File: config.mk
export PLATFORM = sky130hd
export DESIGN_NAME = mips_cache_mem_arbiter
export DESIGN_NICKNAME = d
export VERILOG_FILES = /design/src/rtl/mips_cache_pkg.sv /design/src/rtl/mips_cache_mem_arbiter.sv
export SDC_FILE = /design/constraint.sdc
export NUM_CORES = 1
export LEC_CHECK = 0
export BUFFER_PORTS_ARGS = -buffer_cell sky130_fd_sc_hd__buf_2
export CAP_MARGIN = 20
export CORE_MARGIN = 4
export CORE_UTILIZATION = 51
export CTS_BUF_LIST = sky130_fd_sc_hd__clkbuf_8
export DETAILED_ROUTE_END_ITERATION = 10
export PLACE_DENSITY_LB_ADDON = 0.08
export REMOVE_ABC_BUFFERS = 1
export SLEW_MARGIN = 25
export SYNTH_ARGS = -nofsm -noshare
export SYNTH_HDL_FRONTEND = slang
export SYNTH_SLANG_ARGS = --single-unit
File: constraint.sdc
create_clock -name clk -period 2.35 [get_ports clk]
set_input_delay 0 -clock clk [delete_from_list [all_inputs] [get_ports clk]]
set_output_delay 0 -clock clk [all_outputs]
set_load 0.01 [all_outputs]
File: src/rtl/mips_cache_pkg.sv
`timescale 1ns/1ps
// Shared types and constants for the MIPS instruction/data caches and
// the memory-side arbiter that services their misses over Avalon-MM.
package mips_cache_pkg;

  // Arbiter FSM states
  typedef enum logic [2:0] {
    IDLE,
    RD_REQ,
    RD_WAIT,
    RESP,
    WR_REQ
  } state_e;

  // Which cache owns the transaction in flight
  typedef enum logic {
    SRC_I,
    SRC_D
  } src_e;

  // Byte enables used for every read (whole word)
  localparam logic [3:0]  BE_FULL    = 4'b1111;
  // Clears the byte offset to form a word-aligned Avalon address
  localparam logic [31:0] ALIGN_MASK = 32'hFFFF_FFFC;

endpackage

File: src/rtl/mips_cache_mem_arbiter.sv
`timescale 1ns/1ps
// Memory-side stage behind the instruction and data caches. Arbitrates
// instruction fills, data fills and data write-throughs onto a single
// Avalon-MM master with one transaction in flight. Fixed priority:
// data write > data read > instruction read. RD_LATENCY must be 1..4.
module mips_cache_mem_arbiter
  import mips_cache_pkg::*;
#(
  parameter int ADDR_W     = 32,
  parameter int DATA_W     = 32,
  parameter int RD_LATENCY = 1
) (
  input  logic                clk,
  input  logic                rst,
  // Instruction cache side
  input  logic                i_stall,
  input  logic [ADDR_W-1:0]   i_addr,
  output logic [DATA_W-1:0]   i_data,
  output logic                i_data_valid,
  // Data cache side
  input  logic                d_rd_req,
  input  logic                d_wr_req,
  input  logic [ADDR_W-1:0]   d_addr,
  input  logic [DATA_W-1:0]   d_writedata,
  input  logic [DATA_W/8-1:0] d_byteenable,
  output logic [DATA_W-1:0]   d_data,
  output logic                d_data_valid,
  output logic                d_wr_done,
  // Avalon-MM master
  output logic [ADDR_W-1:0]   avm_address,
  output logic                avm_read,
  output logic                avm_write,
  output logic [DATA_W-1:0]   avm_writedata,
  output logic [DATA_W/8-1:0] avm_byteenable,
  input  logic                avm_waitrequest,
  input  logic [DATA_W-1:0]   avm_readdata
);

  localparam int         BE_W     = DATA_W / 8;
  localparam logic [1:0] LAT_LAST = 2'(RD_LATENCY - 1);

  state_e              r_state;
  src_e                r_src;
  logic [1:0]          r_lat_cnt;
  logic [ADDR_W-1:0]   r_avm_address;
  logic                r_avm_read;
  logic                r_avm_write;
  logic [DATA_W-1:0]   r_avm_writedata;
  logic [BE_W-1:0]     r_avm_byteenable;
  logic [DATA_W-1:0]   r_i_data;
  logic                r_i_data_valid;
  logic [DATA_W-1:0]   r_d_data;
  logic                r_d_data_valid;
  logic                r_d_wr_done;

  logic [ADDR_W-1:0]   w_i_addr_al;
  logic [ADDR_W-1:0]   w_d_addr_al;

  assign w_i_addr_al = i_addr & ALIGN_MASK[ADDR_W-1:0];
  assign w_d_addr_al = d_addr & ALIGN_MASK[ADDR_W-1:0];

  // Arbitration FSM: issues one Avalon transaction at a time, waits out the
  // read latency, captures the word and returns it with a one-cycle pulse.
  always_ff @(posedge clk) begin
    // NOTE: state and outputs use non-blocking assignments so every branch
    // reads the pre-edge values, matching the flops that get built.
    if (rst) begin
      r_state          <= IDLE;
      r_src            <= SRC_I;
      r_lat_cnt        <= 2'd0;
      r_avm_address    <= '0;
      r_avm_read       <= 1'b0;
      r_avm_write      <= 1'b0;
      r_avm_writedata  <= '0;
      r_avm_byteenable <= '0;
      r_i_data         <= '0;
      r_i_data_valid   <= 1'b0;
      r_d_data         <= '0;
      r_d_data_valid   <= 1'b0;
      r_d_wr_done      <= 1'b0;
    end else begin
      // Response strobes are single-cycle unless a state raises them below
      r_i_data_valid <= 1'b0;
      r_d_data_valid <= 1'b0;
      r_d_wr_done    <= 1'b0;

      case (r_state)
        IDLE: begin
          if (d_wr_req) begin
            r_src            <= SRC_D;
            r_avm_address    <= w_d_addr_al;
            r_avm_writedata  <= d_writedata;
            r_avm_byteenable <= d_byteenable;
            r_avm_write      <= 1'b1;
            r_state          <= WR_REQ;
          end else if (d_rd_req) begin
            r_src            <= SRC_D;
            r_avm_address    <= w_d_addr_al;
            r_avm_byteenable <= '1;
            r_avm_read       <= 1'b1;
            r_state          <= RD_REQ;
          end else if (i_stall) begin
            r_src            <= SRC_I;
            r_avm_address    <= w_i_addr_al;
            r_avm_byteenable <= '1;
            r_avm_read       <= 1'b1;
            r_state          <= RD_REQ;
          end
        end

        // Hold the read stable until the slave takes it
        RD_REQ: begin
          if (!avm_waitrequest) begin
            r_avm_read <= 1'b0;
            r_lat_cnt  <= 2'd0;
            r_state    <= RD_WAIT;
          end
        end

        // Readdata is only meaningful on the last latency cycle
        RD_WAIT: begin
          if (r_lat_cnt == LAT_LAST) begin
            if (r_src == SRC_I) begin
              r_i_data       <= avm_readdata;
              r_i_data_valid <= 1'b1;
            end else begin
              r_d_data       <= avm_readdata;
              r_d_data_valid <= 1'b1;
            end
            r_state <= RESP;
          end else begin
            r_lat_cnt <= r_lat_cnt + 2'd1;
          end
        end

        // Valid pulse is visible this cycle; the cache drops its request after it
        RESP: begin
          r_state <= IDLE;
        end

        // Write completes the moment the slave accepts it
        WR_REQ: begin
          if (!avm_waitrequest) begin
            r_avm_write <= 1'b0;
            r_d_wr_done <= 1'b1;
            r_state     <= IDLE;
          end
        end

        default: r_state <= IDLE;
      endcase
    end
  end

  assign avm_address    = r_avm_address;
  assign avm_read       = r_avm_read;
  assign avm_write      = r_avm_write;
  assign avm_writedata  = r_avm_writedata;
  assign avm_byteenable = r_avm_byteenable;
  assign i_data         = r_i_data;
  assign i_data_valid   = r_i_data_valid;
  assign d_data         = r_d_data;
  assign d_data_valid   = r_d_data_valid;
  assign d_wr_done      = r_d_wr_done;

endmodule

# --- Word-level counts from Yosys, hierarchy flattened ---
# Index checks and enable logic that the tools add are counted.
totals:
  regBits: 143
  in_bits: 138
  out_inout_bits: 137
  word_cells: 74
classes:
  addsub: 1
  eq_ne: 11
  n_mux: 29
  n_bitwise: 4
  reduce_logical: 16
op_table:
  columns: ["op", "n"]
  rows:
  - ["32-bit 2-to-1 mux", 3]
  - ["3-bit 2-to-1 mux", 6]
  - ["4-bit 2-to-1 mux", 3]
  - ["2-bit inequality test, second input constant", 6]
  - ["3-bit case mux with 4 select lines", 1]
  - ["3-bit AND reduction", 4]
  - ["1-bit 2-to-1 mux", 11]
  - ["4-bit AND reduction", 2]
  - ["2-bit nonzero test", 3]
  - ["2-bit 2-to-1 mux", 2]
  - ["4-bit inequality test, second input constant", 1]
  - ["1-bit NOT", 4]
  - ["1-bit case mux with 2 select lines", 2]
  - ["2-bit case mux with 2 select lines", 1]
  - ["2-bit AND reduction", 2]
  - ["3-bit by 1-bit == test with 1-bit output, second input constant", 1]
  - ["3-bit by 2-bit == test with 1-bit output, second input constant", 1]
  - ["3-bit == test, second input constant", 1]
  - ["3-bit logical NOT", 1]
  - ["3-bit inequality test, second input constant", 1]
  - ["3-bit nonzero test", 1]
  - ["3-bit OR reduction", 1]
  - ["2-bit by 1-bit adder with 2-bit output, second input constant", 1]
  - ["2-bit logical NOT", 1]
  - ["2-bit OR reduction", 1]

# --- Longest topological paths before layout ---
logic_depth:
  word_depth: 4
  ltp_mapped: 8
  mapped_depth_nobuf: 6

# --- Worst setup path after synthesis ---
# OpenSTA, ideal clock, no wires.
synth_path:
  path_kind: "register -> register"
  from: "reg r_lat_cnt[0]"
  to: "reg r_i_data[17], in the netlist i_data[17]"
  setup_time_ns: 0.071
  t_arrival_ns: 1.419
  required_ns: 2.279
  path_slack_ns: 0.860
  path_stages_with_launch: 9
  n_path_buf: 2
  period_less_slack_ns: 1.490
  path_cell_list: "dfxtp_1 inv_1 ha_1 and4bb_1 nand2b_1 buf_2 clkbuf_1 nand2_1 a21oi_1"
synth_via:
  elab_chain_cells: 2
synth_lines:
  columns: ["item", "line_no", "source"]
  rows:
  - ["start: declaration", "mips_cache_mem_arbiter.sv:44", "logic [1:0] r_lat_cnt;"]
  - ["start signal: assignment", "mips_cache_mem_arbiter.sv:132", "r_lat_cnt <= r_lat_cnt + 2'd1;"]
  - ["2-bit logical NOT", "mips_cache_mem_arbiter.sv:122", "if (r_lat_cnt == LAT_LAST) begin"]
  - ["3-bit AND reduction (no line)", null, null]
  - ["end signal: assignment", "mips_cache_mem_arbiter.sv:124", "r_i_data <= avm_readdata;"]
  - ["end: declaration", "mips_cache_mem_arbiter.sv:50", "logic [DATA_W-1:0] r_i_data;"]
# Every way passes these cells.
# A chain may end at the register's enable or synchronous reset.

# --- Worst setup path after layout ---
layout_path:
  from: "reg r_state[0]"
  to: "reg r_avm_address[2], in the netlist avm_address[2]"
layout_via:
  elab_chain_cells: 2
layout_lines:
  columns: ["item", "line_no", "source"]
  rows:
  - ["start: declaration", "mips_cache_mem_arbiter.sv:42", "state_e r_state;"]
  - ["start signal: assignment", "mips_cache_mem_arbiter.sv:68", "r_state <= IDLE;"]
  - ["start signal: assignment", "mips_cache_mem_arbiter.sv:95", "r_state <= WR_REQ;"]
  - ["start signal: assignment", "mips_cache_mem_arbiter.sv:101", "r_state <= RD_REQ;"]
  - ["3-bit logical NOT", "mips_cache_mem_arbiter.sv:87", "case (r_state)"]
  - ["2-bit AND reduction (no line)", null, null]
  - ["end signal: assignment", "mips_cache_mem_arbiter.sv:91", "r_avm_address <= w_d_addr_al;"]
  - ["end signal: assignment", "mips_cache_mem_arbiter.sv:98", "r_avm_address <= w_d_addr_al;"]
  - ["end signal: assignment", "mips_cache_mem_arbiter.sv:104", "r_avm_address <= w_i_addr_al;"]
  - ["end: declaration", "mips_cache_mem_arbiter.sv:45", "logic [ADDR_W-1:0] r_avm_address;"]
# Every way passes these cells.

==> out/qor.yml <==
outcome:
  status: "completed"
global_routing:
  gr-total-overflow: 0
  grtUsageTotal_pct: 30.9
  grt_max_degree: 65
  met3_usage_pct: 9.08
  grt_pass1_wl_um: 31400
  grtUsageMet2_pct: 54.6
  grt_pass1_vias: 6443
  use_met1_pct: 33.5
  antenna_found_initial: 0
  top_usage_layer: "met2"
power_and_ir_drop:
  switching_power_mw: 1.68
  p_clk_share_pct: 32.9
  p_total_mw: 5.80
  swShare_pct: 28.9
  peakVddDrop_uv: 371
  p_comb_share_pct: 21.4
  p_int_mw: 4.12
  p_per_area_mw_per_mm2: 676
  power_frac_seq_pct: 45.7
  p_leak_nw: 3.85
clocking:
  cts_max_level: 4
  root_buffer: "clkbuf_8"
  insertion_delay_ns: 0.43
  clk_pin_slew_ns: 0.09
  tritoncts: "done"
  postCtsSetupBuffers: 0
  numClockSinks: 141
  cts_buffers: 17
  postCtsResizedCells: 0
  cts_max_path_buffers: 2
routing:
  drtPass1Iterations: 5
  drt-total-wl_um: 19800
  avgViaCountPerCell: 5.30
  drc: 0
  via_count: 6324
  post_drt_wl_per_cell_um: 16.6
  drt_iter0_markers: 488
  ant_nets: 0
critical_path:
  critPathCapture: "avm_address[2]"
  worst-r2r-cell-count: 6
  setup.worst_path.start: "r_state[0]"
  crit_fanout: 32
  r2r_start: "r_state[0]"
  r2r-end: "avm_address[2]"
  crit_arrival_ns: 2.67
  start_kind: "flop"
  critical_path_required_ns: 2.73
  crit_type: "flop to flop"
  r2r_slack_ns: 0.06
  endpoint_kind: "flop"
place:
  post-place-ws_ns: 0.661
  place_inst: 1030
  globalplace.congestion: 0.807
  dpl_cell_area_sq_mm: 0.00685
  io_buffers: 268
  dp_hpwl_um: 11600
hold_path:
  hold_class: "primary input to flop"
layout:
  fin_cells: 1194
  design_area_sq_mm: 0.00857
  diodes: 0
  final_nets: 1184
  area_delta_synth_final_pct: 57.1
  drive_gt1_share_pct: 32.9
  utilization_pct: 82.7
  fillCellCount: 604
floorplanning:
  start_util_pct: 52.6
  core_sq_mm: 0.0104
  dieWidth_um: 111
  io_pins: 275
  rows: 37
  die_y_um: 111
  die-area_sq_mm: 0.0124
synth:
  ys_types: 32
  ys_seq_elements: 141
  syn_avg_cell_area_sq_um: 8.17
  synth_top_area_cell: "dfxtp_1"
  synth_top_area_share_pct: 51.7
  netlist_area_sq_mm: 0.00546
  ys_seq_area_share_pct: 51.7
  yosys_warnings: 0
  synthTopCellsByArea: "dfxtp_1, nand2_1, a21oi_1, a311oi_2, nor2_1"
  synthCells: 668
timing:
  post-route-period-util_pct: 97.5
  fin_crit_ns: 2.29
  setup_slack_ns: 0.0598
  setup_tns_ns: 0
  slew_violations: 0
  max_freq_mhz: 437
  worst_pin_slew_ns: 0.702
  relSlewSlack_pct: 53.2
  skew_ns: 0.0191
  setup_viol_count_final: 0
  holdWs_ns: 0.0668
  final_hold_viol_count: 0
  rsz0062_at_grt: "false"
run:
  drv_cap: 0
==> layout make-up <==
cell class              instances  area (sq um)  area share, %
multi-input cells             464          2340           27.3
clock inverters                14           141           1.65
clock buffers                  18           248           2.89
well taps                     136           170           1.98
inverters                       4          15.0          0.175
repair buffers                417          2830           33.0
flip-flops and latches        141          2820           32.9
==> repair_timing <==
item / in CTS / in global routing
hold buffers: 131 / 0
setup endpoints to repair: 0 / 29
hold endpoints to repair: 137 / 0
==> cells in the mapped netlist, drive strengths merged <==
master / number
nand2: 227
dfxtp: 141
a21oi: 101
nor2: 44
clkbuf: 36
o21ai: 33
a311oi: 30
buf: 24
inv: 4
o22ai: 4
a211oi: 2
and2: 2
nand2b: 2
nor2b: 2
nor3: 2
nor3b: 2
a211o: 1
a32oi: 1
and3: 1
and4bb: 1
conb: 1
ha: 1
mux2i: 1
nand3b: 1
nor4: 1
nor4b: 1
o21a: 1
o31ai: 1
==> how the worst min path moves through the flow <==
stage                     from  cells past startpoint                end
6_report                   rst                      2  avm_byteenable[2]
5_1_grt                    rst                      2  avm_byteenable[2]
4_1_cts                    rst                      2          avm_write
3_5_place_dp   d_writedata[12]                      3  avm_writedata[12]
3_3_place_gp   d_writedata[15]                      3  avm_writedata[15]
2_1_floorplan              rst                      1    avm_address[10]
==> power by group through the flow <==
stage	registers (mW)	clock network (mW)	logic [mW]
2_1_floorplan	2.76	0	0.407
3_3_place_gp	2.69	0	0.899
3_5_place_dp	2.69	0	0.927
4_1_cts	2.64	1.91	1.16
5_1_grt	2.67	2.02	1.33
6_report	2.65	1.91	1.24
==> flip-flops by register name, indices dropped and copies added (netlist names), 2 cells and up <==
register and cells:
avm_address 30, avm_byteenable 4, avm_writedata 32, r_lat_cnt 2
d_data 32, i_data 32, r_state 3
==> per-layer routing <==
metal / part of all wire (%) / vias up
met3: 8.2 / 65
met2: 50 / 332
met4: 4.0 / 0
met5: 0 / -
li1: - / 2978
met1: 37 / 2949
==> cell families after synthesis <==
group                      after synthesis  share of synthesized area (%)
buffers and inverters                   64                           5.62
AOI/OAI and AO/OA                      174                           21.4
DFF                                    141                           51.7
adders and majority gates                1                          0.229
muxes                                    1                          0.183
other                                    1                         0.0687
and+or+nand+nor                        286                           20.8
==> layout by cell type (no fill, tap or decap), drive strengths merged, types with 2 or more instances in the layout <==
master / count
clkinv: 6
inv: 6
buf: 285
nand2b: 2
a21oi: 101
clkbuf: 19
nor2: 44
dlygate4sd3: 131
o22ai: 4
nand2: 227
a211oi: 2
dfxtp: 141
nor3b: 2
o21ai: 33
and2: 2
nor3: 2
nor2b: 2
a311oi: 30
conb: 2
bufinv: 2
clkinvlp: 4
==> worst max-delay path, stage by stage, from the launching register on <==
cell and delay (ns):
dfxtp_1 0.43, nor3_4 0.31, nor2b_4 0.27, buf_12 0.21, nor2_1 0.09, a311oi_1 0.31, dlygate4sd3_1 0.60
(Power assumes the default switching activity.)
